<file path="src/rtl/decode_issue_stage_pkg.sv">
// Shared types for the decode/issue stage: instruction field map, decoded bundle, opcode helpers.
package decode_issue_stage_pkg;

  localparam int INSTR_W = 9;
  localparam int RADDR_W = 3;
  localparam int IMM_W   = 3;
  localparam int TAG_W   = 8;

  localparam int OP_MSB = 8;
  localparam int OP_LSB = 6;
  localparam int RD_MSB = 5;
  localparam int RD_LSB = 3;
  localparam int RS_MSB = 2;
  localparam int RS_LSB = 0;

  typedef enum logic [2:0] {
    OP_AND = 3'b010,
    OP_XOR = 3'b011,
    OP_ROL = 3'b100,
    OP_MOV = 3'b111
  } op_mne;

  typedef struct packed {
    op_mne              op;
    logic [RADDR_W-1:0] rd;
    logic [RADDR_W-1:0] rs;
    logic [IMM_W-1:0]   imm;
    logic               we;
    logic [TAG_W-1:0]   pc_tag;
  } dec_bundle_t;

  typedef enum logic [1:0] {
    BUF_EMPTY = 2'd0,
    BUF_ONE   = 2'd1,
    BUF_FULL  = 2'd2
  } buf_state_e;

  function automatic logic is_legal_op(input logic [2:0] op);
    case (op)
      3'b010, 3'b011, 3'b100, 3'b111: return 1'b1;
      default:                        return 1'b0;
    endcase
  endfunction

endpackage

</file>
<file path="src/rtl/decode_issue_stage_skid_buffer_2.sv">
// Generic 2-entry valid/ready skid buffer; in_ready and out_valid come straight from flops.
module skid_buffer_2
  import decode_issue_stage_pkg::*;
#(
  parameter type T = logic [7:0]
) (
  input  logic clk,
  input  logic rst_n,
  input  logic flush,
  input  logic in_valid,
  input  T     in_data,
  output logic in_ready,
  output logic out_valid,
  output T     out_data,
  input  logic out_ready
);

  buf_state_e state_q, state_d;
  T           main_q, skid_q;
  logic       in_ready_q, out_valid_q;
  logic       accept, ld_main, ld_skid, mv_skid;

  assign accept = in_valid && in_ready_q && !flush;

  always_comb begin
    state_d = state_q;
    ld_main = 1'b0;
    ld_skid = 1'b0;
    mv_skid = 1'b0;
    if (flush) begin
      // Any output transfer this cycle still completes; everything left is dropped.
      state_d = BUF_EMPTY;
    end else begin
      case (state_q)
        BUF_EMPTY: if (accept) begin
          state_d = BUF_ONE;
          ld_main = 1'b1;
        end
        BUF_ONE: begin
          if (accept && out_ready) begin
            ld_main = 1'b1;
          end else if (accept) begin
            state_d = BUF_FULL;
            ld_skid = 1'b1;
          end else if (out_ready) begin
            state_d = BUF_EMPTY;
          end
        end
        BUF_FULL: if (out_ready) begin
          state_d = BUF_ONE;
          mv_skid = 1'b1;
        end
        default: state_d = BUF_EMPTY;
      endcase
    end
  end

  always_ff @(posedge clk or negedge rst_n) begin
    if (!rst_n) begin
      state_q     <= BUF_EMPTY;
      in_ready_q  <= 1'b1;
      out_valid_q <= 1'b0;
    end else begin
      state_q     <= state_d;
      in_ready_q  <= (state_d != BUF_FULL);
      out_valid_q <= (state_d != BUF_EMPTY);
    end
  end

  always_ff @(posedge clk or negedge rst_n) begin
    if (!rst_n) begin
      main_q <= '0;
      skid_q <= '0;
    end else begin
      if (ld_main)      main_q <= in_data;
      else if (mv_skid) main_q <= skid_q;
      if (ld_skid)      skid_q <= in_data;
    end
  end

  assign in_ready  = in_ready_q;
  assign out_valid = out_valid_q;
  assign out_data  = main_q;

endmodule

</file>
<file path="src/rtl/decode_issue_stage.sv">
// Decode/issue stage feeding the ALU through a 2-entry skid buffer.
// Optional illegal-opcode trap: define DECODE_ILLEGAL_TRAP_EN.
module decode_issue_stage
  import decode_issue_stage_pkg::*;
(
  input  logic               clk,
  input  logic               rst_n,
  input  logic               flush,
  input  logic               in_valid,
  input  logic [INSTR_W-1:0] in_instr,
  output logic               in_ready,
  output logic               out_valid,
  input  logic               out_ready,
  output logic [2:0]         out_op,
  output logic [RADDR_W-1:0] out_rd,
  output logic [RADDR_W-1:0] out_rs,
  output logic [IMM_W-1:0]   out_imm,
  output logic               out_we,
  output logic [TAG_W-1:0]   out_pc_tag
`ifdef DECODE_ILLEGAL_TRAP_EN
  ,
  output logic               illegal_pulse,
  output logic               illegal_sticky,
  output logic [7:0]         illegal_count
`endif
);

  logic [2:0]       op_raw;
  logic [TAG_W-1:0] seq_q;
  logic             accept, buf_valid;
  dec_bundle_t      dec, out_b;

  assign op_raw = in_instr[OP_MSB:OP_LSB];
  assign accept = in_valid && in_ready && !flush;

  always_comb begin
    dec.op     = OP_MOV;
    dec.rd     = in_instr[RD_MSB:RD_LSB];
    dec.rs     = in_instr[RS_MSB:RS_LSB];
    dec.imm    = '0;
    dec.we     = 1'b1;
    dec.pc_tag = seq_q;
    case (op_raw)
      3'b010: dec.op = OP_AND;
      3'b011: dec.op = OP_XOR;
      3'b100: begin
        dec.op  = OP_ROL;
        dec.rs  = '0;
        dec.imm = in_instr[RS_MSB:RS_LSB];
      end
      3'b111: dec.op = OP_MOV;
      default: dec.we = 1'b0;  // undefined opcode issues as a NOP move
    endcase
  end

  always_ff @(posedge clk or negedge rst_n) begin
    if (!rst_n)      seq_q <= '0;
    else if (accept) seq_q <= seq_q + 1'b1;
  end

`ifdef DECODE_ILLEGAL_TRAP_EN
  logic       legal;
  logic       pulse_q, sticky_q;
  logic [7:0] count_q;

  assign legal     = is_legal_op(op_raw);
  // Illegal words still consume a handshake and a tag, but never reach the buffer.
  assign buf_valid = in_valid && legal;

  always_ff @(posedge clk or negedge rst_n) begin
    if (!rst_n) begin
      pulse_q  <= 1'b0;
      sticky_q <= 1'b0;
      count_q  <= '0;
    end else begin
      pulse_q <= accept && !legal;
      if (flush)        sticky_q <= 1'b0;
      else if (pulse_q) sticky_q <= 1'b1;
      if (pulse_q && count_q != 8'hff) count_q <= count_q + 1'b1;
    end
  end

  assign illegal_pulse  = pulse_q;
  assign illegal_sticky = sticky_q;
  assign illegal_count  = count_q;
`else
  assign buf_valid = in_valid;
`endif

  skid_buffer_2 #(.T(dec_bundle_t)) u_skid (
    .clk       (clk),
    .rst_n     (rst_n),
    .flush     (flush),
    .in_valid  (buf_valid),
    .in_data   (dec),
    .in_ready  (in_ready),
    .out_valid (out_valid),
    .out_data  (out_b),
    .out_ready (out_ready)
  );

  assign out_op     = out_b.op;
  assign out_rd     = out_b.rd;
  assign out_rs     = out_b.rs;
  assign out_imm    = out_b.imm;
  assign out_we     = out_b.we;
  assign out_pc_tag = out_b.pc_tag;

endmodule

</file>
<file path="config.mk">
export PLATFORM = sky130hd
export DESIGN_NAME = decode_issue_stage
export DESIGN_NICKNAME = d
export VERILOG_FILES = /design/src/rtl/decode_issue_stage_pkg.sv /design/src/rtl/decode_issue_stage_skid_buffer_2.sv /design/src/rtl/decode_issue_stage.sv
export SDC_FILE = /design/constraint.sdc
export NUM_CORES = 1
export LEC_CHECK = 0
export BUFFER_PORTS_ARGS = -buffer_cell sky130_fd_sc_hd__buf_2
export CAP_MARGIN = 20
export CORE_MARGIN = 3
export CORE_UTILIZATION = 55
export DETAILED_ROUTE_END_ITERATION = 6
export GPL_ROUTABILITY_DRIVEN = 0
export PLACE_DENSITY = 0.86
export SETUP_SLACK_MARGIN = 0.05
export SYNTH_ARGS = -nofsm -noshare
export SYNTH_HDL_FRONTEND = slang
export SYNTH_HIERARCHICAL = 1
export SYNTH_SLANG_ARGS = --single-unit
</file>
<file path="constraint.sdc">
create_clock -name clk -period 2.9 [get_ports clk]
set_clock_uncertainty 0.15 [all_clocks]
set_input_delay 0.58 -clock clk [delete_from_list [all_inputs] [get_ports clk]]
set_output_delay 0.58 -clock clk [all_outputs]
set_load 0.005 [all_outputs]
</file>
==> summary.md <==
| Metric | Value |
|---|---|
| Placed cell area | `about 0.0027 sq mm` |
| Syn Area/Cell | `about 13 sq um` |
| Fillers | `between 300 and 400` |
| Flop pwr share | `0.543` |
| Critical Path Stages | `3` |
| CTS tree | `done` |
| Layout Utilization | `0.672` |
| Tightest Hold Check Type | `primary input to async pin` |
| Insertion delay to the later sink of the worst-skew pair | `around 300 ps` |
| First-pass GRT wire length | `6930 um` |
| Worst rel slew slack | `0.520` |
| Final WL | `between 4000 and 5000 um` |
| Hold Fails Final Rpt | `0` |
| Syn Nets | `~210` |
| Core area | `0.00420 sq mm` |
| Residual DRC count | `0` |
| Worst path bufs/invs | `0` |
| Die Wd | `roughly 74 um` |
| CTS clock-pin slew for the worst setup and hold paths | `90 ps` |
| Critical path class | `flip-flop to flip-flop` |
| Worst-Margin Slew | `717 ps` |
| Pwr dens | `approximately 710 mW/mm^2` |
| Initial antenna violation count | `0` |
| Crit Path Max Fanout | `21` |
| Pre-CTS setup slack | `just under 700 ps` |
| Initial core utilization | `0.600` |
| Leak | `1.34 nW` |
| GR Overflow Total | `0` |
| Sink Count | `between 50 and 60` |
| Die area | `0.00543 sq mm` |
| Final instance area | `0.00282 sq mm` |
| Startpoint class of the critical path | `flip-flop` |
| Vias/cell | `approximately 5.3` |
| Fmax achieved | `between 400 and 500 MHz` |
| CP delay by family, top | `simple AND/OR/NAND/NOR gates` |
| Gr usage total | `0.167` |
| Final WS setup | `896 ps` |
| Fin. max-slew vios | `0` |
| # rows | `23` |
| Synth top area share | `0.526` |
| Status | `finished clean` |
| R2R cell count | `3` |
| Clock Path Buffers | `2` |
| Routed WL per cell | `between 10 and 15 um` |
| Total net switching power | `between 0.5 and 0.6 mW` |
| Sequential Area | `about 0.0014 sq mm` |
| Synth Cell Area | `0.00252 sq mm` |
| Synth-to-layout area growth | `12.0%` |
| Number of max-cap violations | `0` |
| Crit path cell chain | `and4bb_4, nand2_2, mux2_4` |
| DR vias | `between 1500 and 2000` |
| Nets@finish | `248` |
| Tmin final | `2000 ps` |
| CP Capture Type | `flip-flop` |
| Hold Buf Count CTS | `0` |
| Clock power share | `0.243` |
| Synth cell types | `35` |
| # H-tree levels | `2` |
| Detailed placer's ending HPWL | `between 2000 and 3000 um` |
| Crit path arrival time | `2040 ps` |
| Critical Path Slowest Stage Cell | `dfstp_2` |
| Pin count of the biggest net entering global routing | `55` |
| Async S/R FF share, synth | `1.00` |
| Cells taking the most area after synthesis | `dfrtp_1 53%, mux2_4 12%, mux2i_1 8.3%, a21oi_1 4.4%, nor2_1 3.3%` |
| Count leader, synth | `dfrtp_1` |
| Final TNS setup | `0 ps` |
| Die height | `about 74 um` |
| # port buffers | `36` |
| Fin crit share | `0.691` |
| Num CTS Buffers | `5` |
| I/O pin count | `37` |
| Synth warnings | `6` |
| Post-Synthesis Cells | `around 200` |
| DRT iter0 DRCs | `152` |
| Top FF cell, synth | `dfrtp_1` |
| Largest area contributor in the netlist | `dfrtp_1` |
| # resized after CTS | `0` |
| Commonest cells in the netlist | `53 x dfrtp_1, 22 x a21oi_1, 22 x nor2_1, 21 x mux2i_1, 20 x mux2_4` |
| Comb power frac | `0.213` |
| Multi-input logic area | `roughly 0.0011 sq mm` |
| ANT cells | `0` |
| Sequential cell area fraction in the yosys report | `0.537` |
| Layout cell share with drive strength beyond 1 | `0.338` |
| Data required, critical path | `2930 ps` |
| Internal power | `between 1 and 1.5 mW` |
| Post-CTS setup repair buffer count | `0` |
| FF+latch count, synth | `54` |
| Finish-stage setup viols | `0` |
| Drt pass-1 iters | `4` |
| Vias in the first global route | `between 1000 and 1500` |
| Root buffer cell | `clkbuf_8` |
| Worst path max stage delay | `610 ps` |
| Number of synthesized flops with an enable pin | `0` |
| Peak supply drop | `331 uV` |
| RSZ-0062 raised after global routing | `no` |
| Switching portion of total power | `0.272` |
| Post-route ant nets | `0` |
[per-layer routing]
| metal | GRT usage | wire length (um) | up-vias |
|---|---|---|---|
| met4 | 0.0523 | 23 | 0 |
| met5 | 0 | 0 | - |
| met2 | 0.263 | 2010 | 20 |
| li1 | - | - | 752 |
| met3 | 0.0424 | 115 | 2 |
| met1 | 0.225 | 2000 | 727 |
[cell type report]
| type | instances | area share |
|---|---|---|
| Inverter | 3 | 0.00399 |
| Multi-Input combinational cell | 130 | 0.385 |
| Timing Repair Buffer | 39 | 0.0718 |
| Clock buffer | 7 | 0.0271 |
| Clock inverter | 1 | 0.0106 |
| Tap cell | 50 | 0.0222 |
| Sequential cell | 54 | 0.479 |
[registers in the layout, summed over array words and instances, names as in the netlist]
register and count:
u_skid/skid_q 21, u_skid/out_data 21, u_skid/out_valid 1, u_skid/in_ready 1, seq_q 8, u_skid/state_q 2
[kinds of logic (layout without fill, tap and decap cells)]
| logic type | after synthesis | in the layout | synth area share |
|---|---|---|---|
| xor+xnor | 8 | 8 | 0.0278 |
| simple gates | 52 | 52 | 0.131 |
| compound gates | 26 | 26 | 0.0556 |
| buf+inv | 12 | 50 | 0.0323 |
| flops | 54 | 54 | 0.537 |
| fa+ha+maj | 1 | 1 | 0.00496 |
| mux | 43 | 43 | 0.212 |
[power by group through the flow]
stage	registers, mW	clock network (mW)	logic [mW]
final	1.09	0.488	0.428
after global routing	1.12	0.528	0.474
after CTS	1.09	0.497	0.435
after detailed placement	1.10	0	0.436
after global placement	1.10	0	0.414
after floorplan	1.08	0	0.290
[through the flow]
step / cells / hold WS [ps] / power (mW)
floorplan: 196 / 134 / 1.37
global placement: 276 / 331 / 1.51
detailed placement: 276 / 333 / 1.54
CTS: 284 / 271 / 2.02
global route: 284 / 295 / 2.12
finish: 284 / 240 / 2.00
[cells in the final DEF, fill, tap and decap left out, types with 4 or more instances in the layout]
cell type	n
a21oi_1	22
buf_2	36
clkbuf_8	5
dfrtp_1	53
mux2_4	20
mux2i_1	21
nand2_1	4
nand2b_1	4
nor2_1	22
xnor2_1	4
xor2_1	4
[worst paths after layout]
check / slack [ps] / endpoint / start
setup / recovery: 900 / u_skid/skid_q[5] / u_skid/in_ready
setup reg to reg: 900 / u_skid/skid_q[5] / u_skid/in_ready
max in group asynchronous: 1920 / u_skid/out_data[14] / rst_n
hold reg to reg: 350 / seq_q[7] / seq_q[7]
min in group clk: 350 / seq_q[7] / seq_q[7]
hold / removal: 240 / u_skid/out_data[9] / rst_n
No activity file was read; power rests on OpenSTA's default activity.
